`src/rtl/rom_rd_pkg.sv`:
```
// Shared types and default sizes for the ROM stream reader.
package rom_rd_pkg;

    localparam int ROM_BYTES      = 32768;
    localparam int DEFAULT_ADDR_W = $clog2(ROM_BYTES);
    localparam int DEFAULT_DATA_W = 8;
    localparam int DEFAULT_LEN_W  = 16;

    typedef enum logic [1:0] {
        ST_IDLE  = 2'd0,
        ST_RUN   = 2'd1,
        ST_DRAIN = 2'd2
    } rd_state_e;

endpackage

```
`src/rtl/rom_rd_fifo.sv`:
```
// Small show-ahead FIFO buffering ROM bytes (with their last tag) toward the stream sink.
module rom_rd_fifo
    import rom_rd_pkg::*;
#(
    parameter int DEPTH = 2,
    parameter int WIDTH = DEFAULT_DATA_W + 1
) (
    input  logic                         clk,
    input  logic                         rst,
    input  logic                         push,
    input  logic [WIDTH-1:0]             push_data,
    input  logic                         pop,
    input  logic                         flush,
    output logic [WIDTH-1:0]             head_data,
    output logic                         head_valid,
    output logic [$clog2(DEPTH+1)-1:0]   count
);

    localparam int PTR_W = (DEPTH > 1) ? $clog2(DEPTH) : 1;
    localparam int CNT_W = $clog2(DEPTH + 1);
    localparam logic [PTR_W-1:0] LAST_SLOT = PTR_W'(DEPTH - 1);

    logic [WIDTH-1:0] mem [DEPTH];
    logic [PTR_W-1:0] rd_ptr;
    logic [PTR_W-1:0] wr_ptr;

    function automatic logic [PTR_W-1:0] next_ptr(input logic [PTR_W-1:0] p);
        return (p == LAST_SLOT) ? '0 : p + PTR_W'(1);
    endfunction

    // Storage write; a push into a full FIFO is only legal alongside a pop of the same slot.
    // NOTE: the storage array has no reset; pointers and count do, and head_valid masks stale entries.
    always_ff @(posedge clk) begin
        if (push && !flush) begin
            mem[wr_ptr] <= push_data;
        end
    end

    // Pointer and occupancy bookkeeping; flush discards everything including a same-cycle push.
    // NOTE: sequential state uses non-blocking assignments so every flop sees pre-edge values.
    always_ff @(posedge clk or negedge rst) begin
        if (!rst) begin
            rd_ptr <= '0;
            wr_ptr <= '0;
            count  <= '0;
        end else if (flush) begin
            rd_ptr <= '0;
            wr_ptr <= '0;
            count  <= '0;
        end else begin
            if (push) wr_ptr <= next_ptr(wr_ptr);
            if (pop)  rd_ptr <= next_ptr(rd_ptr);
            count <= count + CNT_W'(push) - CNT_W'(pop);
        end
    end

    assign head_valid = (count != '0);
    assign head_data  = mem[rd_ptr];

endmodule

```
`src/rtl/rom_stream_reader.sv`:
```
// Reads a (start, length) run from the synchronous program ROM and returns it as a
// valid/ready byte stream with a last flag; ROM data lands one cycle after its address.
module rom_stream_reader
    import rom_rd_pkg::*;
#(
    parameter int ADDR_W     = DEFAULT_ADDR_W,
    parameter int DATA_W     = DEFAULT_DATA_W,
    parameter int LEN_W      = DEFAULT_LEN_W,
    parameter int FIFO_DEPTH = 2
) (
    input  logic              clk,
    input  logic              rst,
    input  logic              cmd_valid,
    output logic              cmd_ready,
    input  logic [ADDR_W-1:0] cmd_addr,
    input  logic [LEN_W-1:0]  cmd_len,
    input  logic              abort,
    output logic [ADDR_W-1:0] rom_addr,
    input  logic [DATA_W-1:0] rom_data,
    output logic              dout_valid,
    input  logic              dout_ready,
    output logic [DATA_W-1:0] dout_data,
    output logic              dout_last,
    output logic              busy,
    output logic              done
);

    localparam int CNT_W = $clog2(FIFO_DEPTH + 1);
    localparam logic [CNT_W:0] DEPTH_LIMIT = (CNT_W + 1)'(FIFO_DEPTH);

    rd_state_e         state_q, state_d;
    logic [ADDR_W-1:0] ptr_q, ptr_d;
    logic [ADDR_W-1:0] rom_addr_q, rom_addr_d;
    logic [LEN_W-1:0]  rem_q, rem_d;
    logic              inflight_q, inflight_d;
    logic              inflight_last_q, inflight_last_d;
    logic              done_q, done_d;
    logic              issue;
    logic              flush;
    logic              pop;
    logic              last_issue;
    logic [CNT_W-1:0]  fifo_count;
    logic [CNT_W-1:0]  count_after_pop;
    logic [CNT_W:0]    credit_used;
    logic [DATA_W:0]   head_word;

    assign pop             = dout_valid & dout_ready;
    // Slots already spoken for: buffered bytes plus the one the ROM is returning, less this cycle's pop.
    assign credit_used     = {1'b0, fifo_count} + (CNT_W + 1)'(inflight_q) - (CNT_W + 1)'(pop);
    assign count_after_pop = fifo_count - CNT_W'(pop);
    assign last_issue      = (rem_q == LEN_W'(1));

    // State register.
    always_ff @(posedge clk or negedge rst) begin
        if (!rst) state_q <= ST_IDLE;
        else      state_q <= state_d;
    end

    // Next-state, issue decision and datapath updates.
    // NOTE: every signal written here gets a default first, so no latch can be inferred.
    always_comb begin
        state_d         = state_q;
        ptr_d           = ptr_q;
        rem_d           = rem_q;
        rom_addr_d      = rom_addr_q;
        inflight_d      = 1'b0;
        inflight_last_d = 1'b0;
        done_d          = 1'b0;
        issue           = 1'b0;
        flush           = 1'b0;
        unique case (state_q)
            ST_IDLE: begin
                if (cmd_valid) begin
                    ptr_d = cmd_addr;
                    rem_d = cmd_len;
                    if (cmd_len == '0) done_d  = 1'b1;
                    else               state_d = ST_RUN;
                end
            end
            ST_RUN: begin
                if (abort) begin
                    flush   = 1'b1;
                    state_d = ST_IDLE;
                end else if (rem_q != '0 && credit_used < DEPTH_LIMIT) begin
                    issue           = 1'b1;
                    rom_addr_d      = ptr_q;
                    inflight_d      = 1'b1;
                    inflight_last_d = last_issue;
                    ptr_d           = ptr_q + ADDR_W'(1);
                    rem_d           = rem_q - LEN_W'(1);
                    if (last_issue) state_d = ST_DRAIN;
                end
            end
            ST_DRAIN: begin
                if (abort) begin
                    flush   = 1'b1;
                    state_d = ST_IDLE;
                end else if (!inflight_q && count_after_pop == '0) begin
                    state_d = ST_IDLE;
                    done_d  = 1'b1;
                end
            end
            default: state_d = ST_IDLE;
        endcase
    end

    // Datapath registers: pointer, remaining count, last issued address, in-flight tag, done pulse.
    always_ff @(posedge clk or negedge rst) begin
        if (!rst) begin
            ptr_q           <= '0;
            rem_q           <= '0;
            rom_addr_q      <= '0;
            inflight_q      <= 1'b0;
            inflight_last_q <= 1'b0;
            done_q          <= 1'b0;
        end else begin
            ptr_q           <= ptr_d;
            rem_q           <= rem_d;
            rom_addr_q      <= rom_addr_d;
            inflight_q      <= inflight_d;
            inflight_last_q <= inflight_last_d;
            done_q          <= done_d;
        end
    end

    // The ROM registers rom_addr itself, so the issuing address is presented in the same cycle.
    assign rom_addr  = issue ? ptr_q : rom_addr_q;
    assign cmd_ready = (state_q == ST_IDLE);
    assign busy      = (state_q != ST_IDLE);
    assign done      = done_q;

    rom_rd_fifo #(
        .DEPTH (FIFO_DEPTH),
        .WIDTH (DATA_W + 1)
    ) u_fifo (
        .clk        (clk),
        .rst        (rst),
        .push       (inflight_q),
        .push_data  ({inflight_last_q, rom_data}),
        .pop        (pop),
        .flush      (flush),
        .head_data  (head_word),
        .head_valid (dout_valid),
        .count      (fifo_count)
    );

    assign dout_last = head_word[DATA_W];
    assign dout_data = head_word[DATA_W-1:0];

endmodule

```
`config.mk`:
```
export PLATFORM = sky130hd
export DESIGN_NAME = rom_stream_reader
export DESIGN_NICKNAME = d
export VERILOG_FILES = /design/src/rtl/rom_rd_pkg.sv /design/src/rtl/rom_rd_fifo.sv /design/src/rtl/rom_stream_reader.sv
export SDC_FILE = /design/constraint.sdc
export NUM_CORES = 1
export LEC_CHECK = 0
export ABC_AREA = 1
export CORE_MARGIN = 2
export CORE_UTILIZATION = 49
export CTS_BUF_LIST = sky130_fd_sc_hd__clkbuf_16
export DETAILED_ROUTE_END_ITERATION = 6
export PLACE_DENSITY = 0.81
export SLEW_MARGIN = 0
export SYNTH_ARGS = -nofsm -noshare
export SYNTH_HDL_FRONTEND = slang
export SYNTH_SLANG_ARGS = --single-unit
export TNS_END_PERCENT = 30
```
`constraint.sdc`:
```
create_clock -name clk -period 4.9 [get_ports clk]
set_input_delay 1.225 -clock clk [delete_from_list [all_inputs] [get_ports clk]]
set_output_delay 1.225 -clock clk [all_outputs]
set_load 0.05 [all_outputs]
```
## Yosys cells after proc, flatten, opt, wreduce, memory -nomap -nowiden

Memory sizes are Yosys's and may differ from the RTL's.
Cells that the tools add are included.

- $add $sub $neg: 9
- Magnitude comparators: 1
- Equality and inequality tests: 10
- Mux-type cells: 39
- Bitwise logic cells: 2
- Reductions and logical operators: 18

Operators by type and width:

| kind | number |
|---|---|
| two-way mux 15 bit | 4 |
| two-way mux 16 bit | 3 |
| case mux 16 bit (2 select lines) | 1 |
| case mux 15 bit (2 select lines) | 1 |
| two-way mux 1 bit | 20 |
| equality test 16 x 1 -> 1 bit, second input constant | 1 |
| logical NOT 16 bit | 1 |
| two-way mux 2 bit | 8 |
| nonzero test 16 bit | 1 |
| subtractor 16 x 1 -> 16 bit, second input constant | 1 |
| adder 15 x 1 -> 15 bit, second input constant | 1 |
| nonzero test 2 bit | 5 |
| inequality test 3 bit, second input constant | 3 |
| inequality test 2 bit, second input constant | 4 |
| case mux 2 bit (3 select lines) | 1 |
| AND reduction 5 bit | 1 |
| logical NOT 2 bit | 2 |
| AND reduction 4 bit | 1 |
| subtractor 2 x 1 -> 2 bit | 2 |
| adder 2 x 1 -> 3 bit | 1 |
| logical AND 1 bit | 3 |
| < comparator 3 x 2 -> 1 bit, second input constant | 1 |
| AND reduction 3 bit | 1 |
| subtractor 3 x 1 -> 3 bit | 1 |
| other kinds (9) | 11 |

- Register bits after elaboration: 55
- RAM bits: 18
- Output and inout port bits: 28
- Logic and storage cells: 90
- Memories kept: 1

Memories:

| memory | depth | width | rd ports | clocked after memory_dff | write ports | line | source |
|---|---|---|---|---|---|---|---|
| u_fifo.mem | 2 | 9 | 1 | 0 | 1 | rom_rd_fifo.sv:23 | `logic [WIDTH-1:0] mem [DEPTH];` |

## Logic depth before layout (Yosys ltp)

Gate-level depths: netlist (run 1).

- Word-level depth: 9
- Gate-level depth with buffers: 17
- Mapped depth without buffers: 15

## Cells and area by module

A second synthesis (run 1) with hierarchy kept.

- Cells, all modules: 569
- Area total of the unflattened synthesis: 4307.9 µm²

By module, submodules not included:

| module | instances | cells an instance | area an instance (µm²) |
|---|---|---|---|
| rom_stream_reader | 1 | 513 | 3403.3 |
| rom_rd_fifo | 1 | 56 | 904.6 |

## Worst setup path before layout (run 1)

Ideal clock, no wire load.

- Path type: input-to-output
- From: input port dout_ready
- To: output port rom_addr[14]
- Arrival time: 3.977 ns
- Data required time: 3.675 ns
- Path slack: -0.302 ns
- Stages on the path: 11
- Path through: or2_2 > nand2_1 > ha_1 > inv_1 > fa_1 > nand2_1 > nor2_1 > nand3_2 > buf_2 > buf_2 > o21ai_0

- Longest elaborated chain between the ends: 8

Ends and longest elaborated chain:

| item | line | source |
|---|---|---|
| from (decl) | rom_stream_reader.sv:21 | `input logic dout_ready,` |
| bitwise AND 1 bit | rom_stream_reader.sv:47 | `assign pop = dout_valid & dout_ready;` |
| subtractor 3 x 1 -> 3 bit | rom_stream_reader.sv:49 | `assign credit_used = {1'b0, fifo_count} + (CNT_W + 1)'(inflight_q) - (CNT_W + 1)'(pop);` |
| < comparator 3 x 2 -> 1 bit | rom_stream_reader.sv:84 | `end else if (rem_q != '0 && credit_used < DEPTH_LIMIT) begin` |
| logical AND 1 bit | rom_stream_reader.sv:84 |  |
| two-way mux 1 bit | rom_stream_reader.sv:84 |  |
| two-way mux 1 bit | rom_stream_reader.sv:81 | `if (abort) begin` |
| two-way mux 1 bit | rom_stream_reader.sv:71 | `unique case (state_q)` |
| two-way mux 15 bit | rom_stream_reader.sv:127 | `assign rom_addr = issue ? ptr_q : rom_addr_q;` |
| to (decl) | rom_stream_reader.sv:18 | `output logic [ADDR_W-1:0] rom_addr,` |

No other way between the ends.

## Worst setup path after layout (run 1)

- From: input port dout_ready
- To: output port rom_addr[7]

The elaborated chain is that of the path after synthesis.

==> impl_metrics.csv, run 1 <==
group,metric,value,unit
floorplanning,die_w,95.1,microns
yosys,ys_ff_latch,73,
critical_path,crit_family,"buffers and inverters",
placement,place_area,5100,sq um
critical_path,cp_num_buf_inv,5,
timing,final.setup_skew,0.00660,ns
power_and_ir_drop,comb_power_share,0.580,
critical_path,cp-end-kind,"output pin",
drt,drc,0,
drt,wl_per_cell,13.8,microns
power_and_ir_drop,seqPwrFrac,0.257,
drt,routed.top_layer,"met4",
floorplanning,dieArea,9040,sq um
finish,stdcell_area,5600,sq um
grt,antenna_found_initial,0,
power_and_ir_drop,p_total,4.01,mW
placement,portBuffers,71,
drt,wl_met1,4460,microns
timing,fin_crit_sh,0.990,
yosys,yosysTopAreaCell,"dfrtp_1",
drt,firstDrtPassIters,5,
power_and_ir_drop,clockPowerShare,0.164,
clock_network,cts-root-buf,"clkbuf_16",
hold_path,hold_class,"register to register",
critical_path,cp-start-kind,"input pin",
critical_path,r2r_slack,1.36,ns
drt,routed_wl,10700,microns
finish,num_antenna_cells,0,
power_and_ir_drop,power_leakage,2.81,nW
critical_path,crit_fanout,6,
grt,grt_max_degree,40,
timing,worstMarginPinSlew,0.742,ns
run_status,status,"finished clean",
critical_path,slowest_stage,"fa_1",
finish,layoutNonFillerInstCount,776,
yosys,syn_area,4060,sq um
grt,grt_pass1_wl,17400,microns
clock_network,cts.sinks,73,
drt,drtIter0Drc,300,
floorplanning,io_pins,72,
finish,final_common_cell,"nand2_1",
grt,grt_pass1_vias,3829,
power_and_ir_drop,p_int,2.18,mW
critical_path,critPathKind,"input pin to output pin",
flow_run,maxCapViolCount,0,
timing,drv_slew,0,
drt,met3WireLength,508,microns
finish,layout_common_cells,"268 x nand2_1, 58 x nor2_1, 55 x dfrtp_1",
timing,max_freq,206,MHz
placement,gp_congestion,0.909,
hold_path,worstHoldEndpoint,"u_fifo.mem[0][8]",
clock_network,clock_path_buffers,2,
yosys,synth_cells,567,
yosys,synth.area.top_cells,"dfrtp_1 34%, nand2_1 25%, edfxtp_1 13%",
critical_path,worstRegToRegCells,25,
yosys,yosys.area.top_type_share,0.339,
floorplanning,core_area,8130,sq um
critical_path,regToRegStartpoint,"u_fifo.count[0]",
timing,max_slew_margin,0.503,
drt,met2_length,5480,microns
grt,grt_use_total,0.248,
yosys,seq_area_frac_synth,0.472,
clock_network,cts_buffers,9,
hold_path,hold_depth,0,
power_and_ir_drop,vdd_drop_max,310,uV
drt,vias,4034,
power_and_ir_drop,p_sw,1.82,mW
critical_path,r2r-end,"state_q[1]",
timing,hold_violations,0,
clock_network,insertion_delay,0.33,ns
finish,fill_cells,601,
clock_network,clk_pin_slew,0.06,ns
critical_path,worst_setup_path_startpoint,"dout_ready",
finish,area_growth,37.9,%
critical_path,cp.arrival,3.63,ns
clock_network,cts_tree,"done",
hold_path,hold_start,"inflight_last_q",
floorplanning,fp.dieH,95.1,microns
clock_network,htree_levels,3,
finish,drive_gt1_frac,0.118,
power_and_ir_drop,swShare,0.455,
yosys,yosysUniqueCellTypes,31,
timing,fin_crit,4.85,ns
yosys,syn_area_per_cell,7.17,sq um
yosys,syn_nets,621,
critical_path,path_cells,"dlygate4sd2_1 -> or2_4 -> nand2_2 -> ha_2 -> inv_1 -> fa_1 -> nand2_2 -> nor2_4 -> nand3_4 -> clkbuf_16 -> o21ai_1 -> buf_4 -> buf_12",
floorplanning,initial_core_util,0.500,
placement,post-place-cells,743,
critical_path,cp_slowest_stage_delay,0.54,ns
critical_path,required,3.67,ns
clock_network,hold_buffers,0,
power_and_ir_drop,power.density,715,nW/um^2
finish,utilization,0.689,
critical_path,cpMostUsedCell,"nand2_2",
timing,setup-violations-final,0,
drt,viasPerCell,5.20,
timing,finalSetupTns,0,ns
floorplanning,rows,33,
finish,nNetsFinal,720,
yosys,yosysWarningCount,0,
grt,grt_overflow,0,
placement,dp_hpwl,6870,microns
drt,ant_nets,0,
-- area by class of cell --
cell class / instances / area [sq um] / share of cell area
sequential: 73 / 1920 / 0.342
timing repair buffer: 105 / 1180 / 0.210
multi-input combinational: 428 / 1900 / 0.339
inverter: 49 / 184 / 0.0328
clock inverter: 7 / 70.1 / 0.0125
tap: 105 / 131 / 0.0234
clock buffer: 9 / 225 / 0.0402
-- layer usage --
layer | vias to the layer above | global-route usage
met5 | - | 0
met4 | 0 | 0.110
met3 | 22 | 0.0435
met2 | 139 | 0.424
met1 | 1917 | 0.309
li1 | 1956 | -
-- cells in the mapped netlist --
| master | number |
|---|---|
| a21boi_0 | 1 |
| a21o_1 | 1 |
| a21oi_1 | 5 |
| buf_1 | 1 |
| buf_2 | 8 |
| buf_6 | 2 |
| clkbuf_1 | 6 |
| dfrtp_1 | 55 |
| edfxtp_1 | 18 |
| fa_1 | 1 |
| ha_1 | 9 |
| inv_1 | 48 |
| inv_2 | 1 |
| mux2i_1 | 1 |
| nand2_1 | 270 |
| nand2_2 | 1 |
| nand2_4 | 1 |
| nand3_1 | 29 |
| nand3_2 | 1 |
| nand3b_1 | 3 |
| nand4_1 | 2 |
| nor2_1 | 59 |
| nor2_2 | 2 |
| nor3_1 | 1 |
| o21ai_0 | 30 |
| o22ai_1 | 1 |
| o31ai_1 | 2 |
| o32ai_1 | 1 |
| or2_2 | 4 |
| xnor2_1 | 2 |
| xor2_1 | 1 |
-- timing repair --
| item | 4_1_cts | 5_1_grt |
|---|---|---|
| endpoints found under the setup margin | 15 | 15 |
| gates resized for setup | 6 | 10 |
| cloned | 1 | 2 |
| hold endpoints to repair | 0 | 0 |
| setup buffers | 12 | 2 |
| pin swaps | 2 | 2 |
-- how the worst max path moves through the flow --
| stage | to | cells after the start |
|---|---|---|
| after floorplan | rom_addr[14] | 11 |
| after global placement | rom_addr[14] | 13 |
| after detailed placement | rom_addr[13] | 13 |
| after CTS | rom_addr[11] | 13 |
| after global routing | rom_addr[7] | 13 |
| final | rom_addr[7] | 13 |
-- registers in the layout, indices dropped and copies added (netlist names) --
name / cells
state_q: 2
inflight_q: 1
u_fifo.mem: 18
rem_q: 16
u_fifo.count: 2
done: 1
u_fifo.wr_ptr: 1
inflight_last_q: 1
rom_addr_q: 15
ptr_q: 15
u_fifo.rd_ptr: 1
-- per-stage QoR --
step	setup WS (ns)	hold slack (ns)
after CTS	0.0205	0.461
after detailed placement	-0.107	0.448
after floorplan	-0.302	0.420
after global routing	-0.101	0.469
final	0.0490	0.464
after global placement	-0.000438	0.424
-- worst register-to-register path: stages (launching register included) --
cell and delay, ns:
dfrtp_1 0.32, inv_1 0.06, or2_4 0.24, nand2_2 0.06, ha_2 0.16, inv_1 0.05, fa_1 0.40, nor2_1 0.23
nor2_4 0.08, buf_4 0.14, buf_4 0.12, buf_4 0.13, buf_4 0.13, buf_4 0.12, buf_4 0.12, buf_4 0.13
buf_4 0.12, buf_4 0.12, buf_4 0.12, buf_4 0.13, buf_4 0.12, nand2_1 0.06, o21ai_0 0.11, nand2_1 0.12
nand2_1 0.07, nand2_1 0.05
-- power groups by stage --
stage	Clock (mW)	Combinational (mW)	Sequential (mW)
floorplan	0	1.36	0.975
global placement	0	2.01	1.02
detailed placement	0	2.07	1.03
CTS	0.657	2.23	1.02
global route	0.682	2.54	1.05
finish	0.656	2.32	1.03
-- kinds of logic after synthesis --
| kind of cell | count (synthesis) | share of synthesized area |
|---|---|---|
| simple gates | 373 | 0.365 |
| buf+inv | 66 | 0.0671 |
| xor+xnor | 3 | 0.00647 |
| compound gates | 41 | 0.0542 |
| mux | 1 | 0.00246 |
| flops | 73 | 0.472 |
| fa+ha+maj | 10 | 0.0326 |
No activity file was read; power rests on OpenSTA's default activity.
==> run 2: changes to the inputs <==
--- a/config.mk
+++ b/config.mk
@@ -10,7 +10,7 @@
 export CORE_UTILIZATION = 49
 export CTS_BUF_LIST = sky130_fd_sc_hd__clkbuf_16
 export DETAILED_ROUTE_END_ITERATION = 6
-export PLACE_DENSITY = 0.81
+export PLACE_DENSITY = 0.75
 export SLEW_MARGIN = 0
 export SYNTH_ARGS = -nofsm -noshare
 export SYNTH_HDL_FRONTEND = slang
==> impl_metrics.csv, run 2 (synthesis results as in run 1) <==
group,metric,value,unit
power_and_ir_drop,power_leakage,2.75,nW
critical_path,crit_fanout,7,
clock_network,cts_buffers,9,
finish,final_common_cell,"nand2_1",
critical_path,r2r_slack,1.64,ns
placement,gp_congestion,0.903,
drt,routed_wl,10000,microns
run_status,status,"finished clean",
hold_path,worstHoldEndpoint,"u_fifo.mem[1][8]",
timing,worstMarginPinSlew,0.771,ns
clock_network,htree_levels,3,
power_and_ir_drop,swShare,0.466,
clock_network,clk_pin_slew,0.06,ns
drt,vias,3821,
finish,nNetsFinal,708,
grt,grt_max_degree,40,
drt,wl_per_cell,13.1,microns
finish,stdcell_area,5470,sq um
power_and_ir_drop,seqPwrFrac,0.271,
timing,rsz0062_at_grt,"false",
finish,regMostFlops,"u_fifo.mem",
grt,antenna_found_initial,0,
finish,num_antenna_cells,0,
power_and_ir_drop,clockPowerShare,0.159,
timing,hold_violations,0,
drt,viasPerCell,5.00,
drt,ant_nets,0,
clock_network,cts-root-buf,"clkbuf_16",
hold_path,hold_class,"register to register",
hold_path,hold_start,"inflight_last_q",
power_and_ir_drop,p_total,3.80,mW
finish,layout_common_cells,"267 x nand2_1, 58 x nor2_1, 55 x dfrtp_1",
critical_path,cp-end-kind,"output pin",
hold_path,hold_depth,0,
power_and_ir_drop,p_sw,1.77,mW
critical_path,r2r-end,"rem_q[2]",
grt,grt_use_total,0.232,
drt,firstDrtPassIters,5,
grt,grt_pass1_vias,3653,
finish,reg_top3,"u_fifo.mem: 18 flops, rem_q: 16 flops",
floorplanning,io_pins,72,
timing,drv_slew,0,
floorplanning,rows,33,
timing,max_slew_margin,0.484,
critical_path,cp.arrival,3.44,ns
finish,fill_cells,700,
clock_network,cts_tree,"done",
timing,final.setup_skew,0.00429,ns
critical_path,cp-start-kind,"input pin",
finish,largest_reg_flops,18,
timing,finalSetupTns,0,ns
finish,drive_gt1_frac,0.103,
power_and_ir_drop,vdd_drop_max,355,uV
floorplanning,core_area,8130,sq um
timing,whs,0.447,ns
placement,place_area,5100,sq um
floorplanning,dieArea,9040,sq um
timing,max_freq,214,MHz
critical_path,critPathKind,"input pin to output pin",
floorplanning,die_w,95.1,microns
drt,drtIter0Drc,229,
flow_run,maxCapViolCount,0,
timing,fin_crit,4.66,ns
power_and_ir_drop,p_int,2.03,mW
placement,dp_hpwl,6780,microns
placement,portBuffers,71,
critical_path,worstRegToRegCells,16,
grt,grt_pass1_wl,16400,microns
power_and_ir_drop,power.density,694,nW/um^2
timing,fin_crit_sh,0.952,
drt,drc,0,
grt,grt_overflow,0,
floorplanning,initial_core_util,0.500,
critical_path,regToRegStartpoint,"u_fifo.count[0]",
critical_path,required,3.67,ns
power_and_ir_drop,comb_power_share,0.570,
clock_network,clock_path_buffers,2,
floorplanning,fp.dieH,95.1,microns
timing,setup-violations-final,0,
finish,area_growth,34.6,%
clock_network,cts.sinks,73,
clock_network,insertion_delay,0.33,ns
## run 2: layout make-up
type / instances / area, sq um / share of cell area
multi-input combinational: 428 / 1900 / 0.347
clock buffer: 9 / 225 / 0.0412
timing repair buffer: 93 / 1070 / 0.196
inverter: 49 / 184 / 0.0336
sequential: 73 / 1920 / 0.350
tap: 105 / 131 / 0.0240
clock inverter: 7 / 46.3 / 0.00846
## run 2: worst max-delay path by stage
stage,depth (start not counted),to,slack [ns],start
floorplan,11,rom_addr[14],-0.30,dout_ready
global placement,14,rom_addr[6],0.03,dout_ready
detailed placement,14,rom_addr[6],-0.06,dout_ready
CTS,13,rom_addr[12],0.01,dout_ready
global route,13,rom_addr[12],0.14,dout_ready
finish,13,rom_addr[8],0.24,dout_ready
## run 2: power by group through the flow
| stage | sequential, mW | combinational (mW) | clock, mW |
|---|---|---|---|
| 4_1_cts | 1.02 | 2.09 | 0.611 |
| 2_1_floorplan | 0.975 | 1.36 | 0 |
| 3_3_place_gp | 1.03 | 2.01 | 0 |
| 5_1_grt | 1.06 | 2.39 | 0.634 |
| 3_5_place_dp | 1.03 | 2.06 | 0 |
| 6_report | 1.03 | 2.17 | 0.604 |
## run 2: stage by stage
step	setup WS, ns	cells	utilization
after floorplan	-0.302	567	-
after global placement	0.0278	743	0.627
after detailed placement	-0.0560	743	0.627
after CTS	0.0101	759	0.661
after global routing	0.141	764	0.673
final	0.237	764	0.673
## run 2: repair_timing
| item | in CTS | in global routing |
|---|---|---|
| buffers inserted | 0 | 3 |
| gates cloned | 0 | 2 |
| endpoints found under the setup margin | 15 | 15 |
| hold buffers | 0 | 0 |
| gates resized for setup | 2 | 15 |
| pin swaps | 0 | 1 |
## run 2: layer usage
layer	vias to the layer above	part of all wire	global-route usage	wire, microns
li1	1936	-	-	-
met1	1767	0.43	0.296	4360
met2	99	0.50	0.388	5020
met3	19	0.048	0.0490	477
met4	0	0.019	0.0870	190
met5	-	0	0	0
## run 2: worst max-delay path, stage by stage
cell	delay, ns
dlymetal6s2s_1	0.14
or2_2	0.31
nand2_1	0.07
ha_1	0.13
inv_1	0.04
fa_1	0.51
nand2_1	0.10
nor2_4	0.15
nand3_4	0.15
clkbuf_16	0.20
o21ai_0	0.14
buf_4	0.15
buf_12	0.13
==> run 3: changes to the inputs <==
--- a/config.mk
+++ b/config.mk
@@ -5,7 +5,7 @@
 export SDC_FILE = /design/constraint.sdc
 export NUM_CORES = 1
 export LEC_CHECK = 0
-export ABC_AREA = 1
+export ABC_AREA = 0
 export CORE_MARGIN = 2
 export CORE_UTILIZATION = 49
 export CTS_BUF_LIST = sky130_fd_sc_hd__clkbuf_16
==> impl_metrics.csv, run 3 <==
group,metric,value,unit
floorplanning,rows,32,
floorplanning,core_area,7730,sq um
drt,ant_nets,0,
finish,num_antenna_cells,0,
timing,rsz0062_at_grt,"false",
power_and_ir_drop,clockPowerShare,0.160,
timing,whs,0.464,ns
timing,final.setup_skew,0.00432,ns
clock_network,clk_pin_slew,0.06,ns
drt,drtIter0Drc,203,
yosys,synth_cells,386,
floorplanning,dieArea,8750,sq um
grt,grt_overflow,0,
power_and_ir_drop,p_sw,1.71,mW
finish,largest_reg_flops,18,
power_and_ir_drop,p_int,2.24,mW
power_and_ir_drop,power.density,752,nW/um^2
power_and_ir_drop,p_total,3.94,mW
clock_network,htree_levels,3,
power_and_ir_drop,power_leakage,2.12,nW
timing,hold_violations,0,
yosys,yosys.area.top_type_share,0.350,
yosys,synth_top_cells_by_count,"55 x dfrtp_1, 49 x nand2_1, 22 x nor2_1",
clock_network,post_cts_buffers,0,
yosys,yosysUniqueCellTypes,62,
floorplanning,initial_core_util,0.508,
yosys,synth.area.top_cells,"dfrtp_1 35%, edfxtp_1 14%, mux2_2 6.0%",
timing,fin_crit,4.70,ns
critical_path,path_cells,"dlygate4sd2_1 -> nand3b_1 -> o21ai_0 -> ha_1 -> inv_1 -> fa_1 -> nand3b_1 -> nor2_2 -> nand2_2 -> buf_12 -> mux2_2 -> buf_12",
hold_path,hold_class,"register to register",
yosys,synthArstFlopShare,0.753,
drt,viasPerCell,6.04,
yosys,seq_area_frac_synth,0.488,
finish,drive_gt1_frac,0.168,
clock_network,cts_tree,"done",
drt,drc,0,
power_and_ir_drop,swShare,0.433,
yosys,syn_area,3930,sq um
drt,vias,3451,
yosys,yosysTopAreaCell,"dfrtp_1",
critical_path,cp_slowest_stage_delay,0.52,ns
yosys,syn_area_per_cell,10.2,sq um
placement,gp_congestion,0.946,
critical_path,crit_family,"adder cells",
critical_path,cp-start-kind,"input pin",
clock_network,insertion_delay,0.33,ns
timing,worstMarginPinSlew,1.06,ns
critical_path,cp.arrival,3.47,ns
finish,nNetsFinal,518,
drt,routed_wl,10000,microns
timing,fin_crit_sh,0.959,
timing,max_slew_margin,0.291,
floorplanning,fp.dieH,93.5,microns
finish,regMostFlops,"u_fifo.mem",
finish,reg_top3,"u_fifo.mem: 18 flops, rem_q: 16 flops",
floorplanning,die_w,93.5,microns
clock_network,cts.sinks,73,
placement,place_area,4950,sq um
drt,firstDrtPassIters,5,
power_and_ir_drop,seqPwrFrac,0.274,
floorplanning,io_pins,72,
critical_path,r2r_slack,1.87,ns
power_and_ir_drop,vdd_drop_max,598,uV
critical_path,cp_num_buf_inv,4,
clock_network,hold_buffers,0,
finish,area_growth,33.5,%
yosys,ys.flop_type,"dfrtp_1",
finish,stdcell_area,5240,sq um
critical_path,crit_fanout,15,
placement,portBuffers,71,
clock_network,cts_buffers,9,
drt,wl_per_cell,17.5,microns
yosys,ys_ff_latch,73,
timing,max_freq,213,MHz
power_and_ir_drop,comb_power_share,0.566,
clock_network,clock_path_buffers,2,
critical_path,critPathKind,"input pin to output pin",
finish,layout_common_cells,"55 x dfrtp_1, 54 x clkdlybuf4s50_1, 48 x nand2_1",
critical_path,slowest_stage,"fa_1",
grt,grt_pass1_wl,16700,microns
timing,setup-violations-final,0,
placement,dp_hpwl,7120,microns
run_status,status,"finished clean",
grt,grt_use_total,0.245,
flow_run,maxCapViolCount,0,
grt,grt_pass1_vias,3437,
grt,grt_max_degree,56,
clock_network,cts-root-buf,"clkbuf_16",
yosys,yosysWarningCount,0,
yosys,yosysMostFrequentCell,"dfrtp_1",
grt,antenna_found_initial,0,
critical_path,cp-end-kind,"output pin",
critical_path,required,3.67,ns
yosys,synth_edf_count,18,
yosys,syn_nets,440,
finish,final_common_cell,"dfrtp_1",
timing,drv_slew,0,
## run 3: kinds of logic after synthesis
| logic type | share of synthesized area |
|---|---|
| buffers and inverters | 0.0430 |
| AOI/OAI and AO/OA | 0.171 |
| and+or+nand+nor | 0.182 |
| DFF | 0.488 |
| xor gates and xnor gates | 0.00669 |
| muxes | 0.0755 |
| adders and majority gates | 0.0338 |
## run 3: path summary, 6_finish.rpt
path                                 start  cells past startpoint               end
min reg2reg                inflight_last_q                      0  u_fifo.mem[1][8]
max                             dout_ready                     12       rom_addr[3]
max reg2reg                u_fifo.count[1]                     11          rem_q[7]
max in group asynchronous              rst                      2        state_q[0]
min                        inflight_last_q                      0  u_fifo.mem[1][8]
min in group asynchronous              rst                      2     rom_addr_q[2]
## run 3: through the flow
stage          TNS [ns]  worst slack (ns)  instances  utilization
6_report              0             0.202        571        0.679
5_1_grt               0            0.0389        571        0.679
4_1_cts               0             0.212        571        0.679
3_5_place_dp      -1.19           -0.0887        555        0.641
3_3_place_gp     -0.534           -0.0451        555        0.641
2_1_floorplan    -0.545            -0.182        386            -
## run 3: final cells by class
cell class	count	area (sq um)
clock inverter	7	61.3
fill	612	2480
clock buffer	9	225
sequential	73	1920
tap	102	128
inverter	21	78.8
timing repair buffer	87	987
multi-input combinational	272	1850
## run 3: timing repair
action / 4_1_cts / 5_1_grt
resized for setup: 3 / 0
endpoints found under the hold margin: 0 / 0
setup endpoints to repair: 15 / 0
## run 3: metal layers
metal	up-vias	track usage	share of wire	routed length (microns)
li1	1604	-	-	-
met1	1659	0.336	0.43	4260
met2	172	0.391	0.48	4810
met3	16	0.0500	0.080	797
met4	0	0.0821	0.015	147
met5	-	0	0	0
## run 3: worst register-to-register path, cell delays in order, from the launching register on
cell and delay [ns]:
dfrtp_1 0.45, nand3b_1 0.12, o21ai_0 0.09, ha_1 0.17, inv_1 0.04, fa_1 0.37
xor2_1 0.17, buf_4 0.15, nor3_1 0.43, a21oi_1 0.44, a221oi_1 0.36, o21ai_0 0.12
## run 3: power groups by stage
stage / sequential [mW] / combinational (mW) / clock [mW]
after floorplan: 0.995 / 1.44 / 0
after global placement: 1.08 / 2.18 / 0
after detailed placement: 1.09 / 2.23 / 0
after CTS: 1.08 / 2.24 / 0.640
after global routing: 1.12 / 2.40 / 0.666
final: 1.08 / 2.23 / 0.630
